<file path="src/rtl/regfile_param.sv">
// rtl/regfile_param.sv - parameterised 2-read/1-write register file with pending-write scoreboard
module regfile_param #(
  parameter int DATA_W   = 4,
  parameter int NUM_REGS = 4,
  parameter int INIT_R0  = 2,
  parameter int INIT_R1  = 1,
  parameter int REG_READ = 0,
  parameter int BYPASS   = 1,
  localparam int ADDR_W  = (NUM_REGS > 2) ? $clog2(NUM_REGS) : 1
) (
  input  logic              clk,
  input  logic              rst,
  input  logic              we,
  input  logic [ADDR_W-1:0] write_reg,
  input  logic [DATA_W-1:0] write_data,
  input  logic [ADDR_W-1:0] read_reg1,
  input  logic [ADDR_W-1:0] read_reg2,
  output logic [DATA_W-1:0] read_data1,
  output logic [DATA_W-1:0] read_data2,
  input  logic              rsv_en,
  input  logic [ADDR_W-1:0] rsv_reg,
  output logic              busy1,
  output logic              busy2,
  output logic              addr_err
);

  localparam logic [ADDR_W:0] NREGS = (ADDR_W + 1)'(NUM_REGS);

  logic [DATA_W-1:0]   regs_q [NUM_REGS];
  logic [DATA_W-1:0]   regs_d [NUM_REGS];
  logic [NUM_REGS-1:0] busy_q, busy_d;
  logic                addr_err_q, addr_err_d;
  logic [DATA_W-1:0]   rdata1_q, rdata1_d, rdata2_q, rdata2_d;

  logic              wr_ok, rsv_ok, rd1_ok, rd2_ok, fwd1, fwd2;
  logic [DATA_W-1:0] raw1, raw2, comb1, comb2;
  logic              bsy1, bsy2;

  assign wr_ok  = {1'b0, write_reg} < NREGS;
  assign rsv_ok = {1'b0, rsv_reg}   < NREGS;
  assign rd1_ok = {1'b0, read_reg1} < NREGS;
  assign rd2_ok = {1'b0, read_reg2} < NREGS;

  // Out-of-range addresses match no entry, so they read as zero and not busy.
  always_comb begin
    raw1 = '0;
    raw2 = '0;
    bsy1 = 1'b0;
    bsy2 = 1'b0;
    for (int i = 0; i < NUM_REGS; i++) begin
      if (read_reg1 == ADDR_W'(i)) begin
        raw1 = regs_q[i];
        bsy1 = busy_q[i];
      end
      if (read_reg2 == ADDR_W'(i)) begin
        raw2 = regs_q[i];
        bsy2 = busy_q[i];
      end
    end
  end

  assign fwd1  = (BYPASS != 0) && !rst && we && wr_ok && (write_reg == read_reg1);
  assign fwd2  = (BYPASS != 0) && !rst && we && wr_ok && (write_reg == read_reg2);
  assign comb1 = fwd1 ? write_data : raw1;
  assign comb2 = fwd2 ? write_data : raw2;

  // Clear on write first, then set on reservation, so a same-cycle reserve wins.
  always_comb begin
    busy_d = busy_q;
    for (int i = 0; i < NUM_REGS; i++) begin
      regs_d[i] = regs_q[i];
      if (we && write_reg == ADDR_W'(i)) begin
        regs_d[i] = write_data;
        busy_d[i] = 1'b0;
      end
      if (rsv_en && rsv_reg == ADDR_W'(i)) begin
        busy_d[i] = 1'b1;
      end
    end
  end

  always_comb begin
    addr_err_d = addr_err_q | (we & ~wr_ok) | (rsv_en & ~rsv_ok) | ~rd1_ok | ~rd2_ok;
    rdata1_d   = comb1;
    rdata2_d   = comb2;
  end

  always_ff @(posedge clk) begin
    if (rst) begin
      for (int i = 0; i < NUM_REGS; i++) begin
        if (i == 0) begin
          regs_q[i] <= DATA_W'(INIT_R0);
        end else if (i == 1) begin
          regs_q[i] <= DATA_W'(INIT_R1);
        end else begin
          regs_q[i] <= '0;
        end
      end
      busy_q     <= '0;
      addr_err_q <= 1'b0;
      rdata1_q   <= '0;
      rdata2_q   <= '0;
    end else begin
      for (int i = 0; i < NUM_REGS; i++) begin
        regs_q[i] <= regs_d[i];
      end
      busy_q     <= busy_d;
      addr_err_q <= addr_err_d;
      rdata1_q   <= rdata1_d;
      rdata2_q   <= rdata2_d;
    end
  end

  assign read_data1 = (REG_READ != 0) ? rdata1_q : comb1;
  assign read_data2 = (REG_READ != 0) ? rdata2_q : comb2;
  assign busy1      = rd1_ok & bsy1;
  assign busy2      = rd2_ok & bsy2;
  assign addr_err   = addr_err_q;

endmodule

</file>
<file path="config.mk">
export PLATFORM = sky130hd
export DESIGN_NAME = regfile_param
export DESIGN_NICKNAME = d
export VERILOG_FILES = /design/src/rtl/regfile_param.sv
export SDC_FILE = /design/constraint.sdc
export NUM_CORES = 1
export LEC_CHECK = 0
export BUFFER_PORTS_ARGS = -buffer_cell sky130_fd_sc_hd__buf_2
export CORE_UTILIZATION = 40
export DETAILED_ROUTE_END_ITERATION = 16
export GPL_TIMING_DRIVEN = 0
export HOLD_SLACK_MARGIN = 0.02
export PLACE_DENSITY = 0.62
export SLEW_MARGIN = 20
export SYNTH_ARGS = -nofsm -noshare
export SYNTH_HDL_FRONTEND = slang
export SYNTH_SLANG_ARGS = --single-unit
</file>
<file path="constraint.sdc">
create_clock -name clk -period 1.8 [get_ports clk]
set_input_delay 0.18 -clock clk [delete_from_list [all_inputs] [get_ports clk]]
set_output_delay 0.18 -clock clk [all_outputs]
set_load 0.02 [all_outputs]
</file>
==> metrics.txt <==
clock sink total 20; Post-DP HPWL about 1800 µm; GRT Residual Overflow 0; CTS max path bufs 2; RSZ-0062 raised after global routing no; Final Non-Filler Cells 158; Post-CTS Setup Bufs 0; CTS tree done; Post-DRT Antenna Nets 0; row count 19; Worst Skew 0 ns; count of maximum capacitance violations 0; Post-CTS Hold Fix Bufs 0; Final Max Tran Viols 0; post-place setup slack 0.345 ns; area grow syn2layout 15.9%; largest net degree at the start of global routing 13; worst slew pin tran 0.518 ns; I/O Buffers 19; via/cell ratio 5.53; die area 3150 µm²; cts repair resizes 0; Synth Net Count 120; final period utilization 0.954; Tmin final 1.72 ns; Final Hold Fails 0; hold crit path type input pin to flop; post-synth top area cell dfxtp_1; drt wl/cell 16.0 µm; VDD IR max 0.000515 V; Power per Cell Area 769 nW/µm²; CP Launch Type flop; Synth cell types 22; Critical Path Sink Type primary output; Worst Path Arrival 1.54 ns; Setup TNS 0 ns; cells after synthesis between 100 and 150; die height 56.2 µm; CTS clock-pin slew for the worst setup and hold paths about 0.12 ns; via count 874; TritonCTS Buffers 3; worst skew pair latency 0.30 ns; endpoints failing setup 0; worst hold margin 0.148 ns; DP Cell Count 154; top-area cell type share of the netlist area 0.341; status finished, final reports clean; drt pass-1 iters 4; Initial DRC Count 20; synthesized area between 1000 and 1500 µm²; synthesized area per cell 11.3 µm²; Leakage between 0.0006 and 0.0007 µW; total routed wirelength 2530 µm; antenna cells 0; core area approximately 2800 µm²; largest cells by area after synthesis dfxtp_1, mux4_2, mux2i_1; share of cells above drive strength 1 0.370; first-pass GRT wire length 4100 µm; Initial Util 0.426; chip width 56.2 µm; GPL Wtd Cong 0.744; number of global-route vias before repair 820; sequential area share after synthesis 0.341; io pins 27; Nets 144; critical path class flop to primary output; worst path required time 1.62 ns; Slew HR 0.655; initial antenna violation count 0; Achievable Freq a little under 600 MHz; htree depth 1; Ys Warns 0; Post-route DRC 0; flops & latches, synth 20; Final WS setup approximately 0.083 ns; Root Driver clkbuf_4; GRT Total Usage 0.177; Crit Path Max Fanout 3
[power by group]
part / switching [µW] / internal, µW
combinational: 105 / 99.3
sequential: 11.4 / 460
clock: 146 / 225
total: 262 / 785
[through the flow]
stage | cell area (µm²) | power (µW) | util
6_report | 1360 | 1050 | 0.493
5_1_grt | 1360 | 1090 | 0.493
4_1_cts | 1360 | 1060 | 0.493
3_5_place_dp | 1310 | 686 | 0.474
3_3_place_gp | 1310 | 681 | 0.474
2_1_floorplan | 1170 | 628 | -
[synthesized netlist by cell type]
cell       n
buf_4      1
mux4_2     8
nand3b_1   2
buf_6      4
mux2i_1   14
conb_1     1
a21oi_1    2
nand3_1    5
clkbuf_1   2
a32oi_1    2
buf_2      2
mux2_2     8
a211o_1    2
nor2_1    17
xnor2_1    4
mux4_1     2
nor3b_4    1
nand2_1    1
nand2b_1   1
dfxtp_1   20
inv_1      3
nor2b_1    2
[placed cells by master, fill, tap and decap left out]
cell type,instances
inv_1,3
a21oi_1,2
xnor2_1,4
nand3b_1,2
a211o_1,2
clkbuf_4,3
nor2b_1,2
nand2b_1,1
mux4_1,2
dfxtp_1,20
nor3b_4,1
buf_6,4
buf_4,1
conb_1,1
a32oi_1,2
nand2_1,1
buf_2,21
clkbuf_1,2
mux2_2,8
bufinv_16,1
mux4_2,8
nor2_1,17
mux2i_1,14
nand3_1,5
[cell families (layout without fill, tap and decap cells)]
group,after synthesis,after routing,share of synthesized area
flops,20,20,0.341
buf+inv,12,35,0.0693
other cells,1,1,0.00320
mux,32,32,0.394
compound gates,6,6,0.0384
simple gates,29,29,0.124
xor+xnor,4,4,0.0298
[worst max-delay path: stages (launching register included)]
cell and delay [ns]:
dfxtp_1 0.34, mux4_2 0.46, mux2_2 0.27, buf_2 0.16
[flip-flops by register name, summed over array words and instances (netlist names)]
name    count
busy_q      4
regs_q     16
[final cells by class]
type	instances	area [µm²]
fillers	266	1400
well taps	31	38.8
flip-flops and latches	20	400
multi-input cells	72	692
clock buffers	3	22.5
clock inverters	1	30.0
plain buffers	9	70.1
repair buffers	19	95.1
inverters	3	11.3
[path summary, 6_finish.rpt]
check	cells after the start	slack (ns)	from	to
max reg2reg	2	0.96	regs_q[0][1]	regs_q[0][1]
max	3	0.08	regs_q[3][0]	read_data2[0]
min reg2reg	2	0.47	busy_q[2]	busy_q[2]
min	2	0.15	write_data[1]	regs_q[0][1]
[routing by layer]
layer | GRT usage | vias to the layer above | part of all wire
met5 | 0 | - | 0
met4 | 0.0732 | 0 | 0.017
met3 | 0.0326 | 4 | 0.036
met2 | 0.308 | 16 | 0.50
met1 | 0.214 | 433 | 0.45
li1 | - | 421 | -
(Power assumes the default switching activity.)
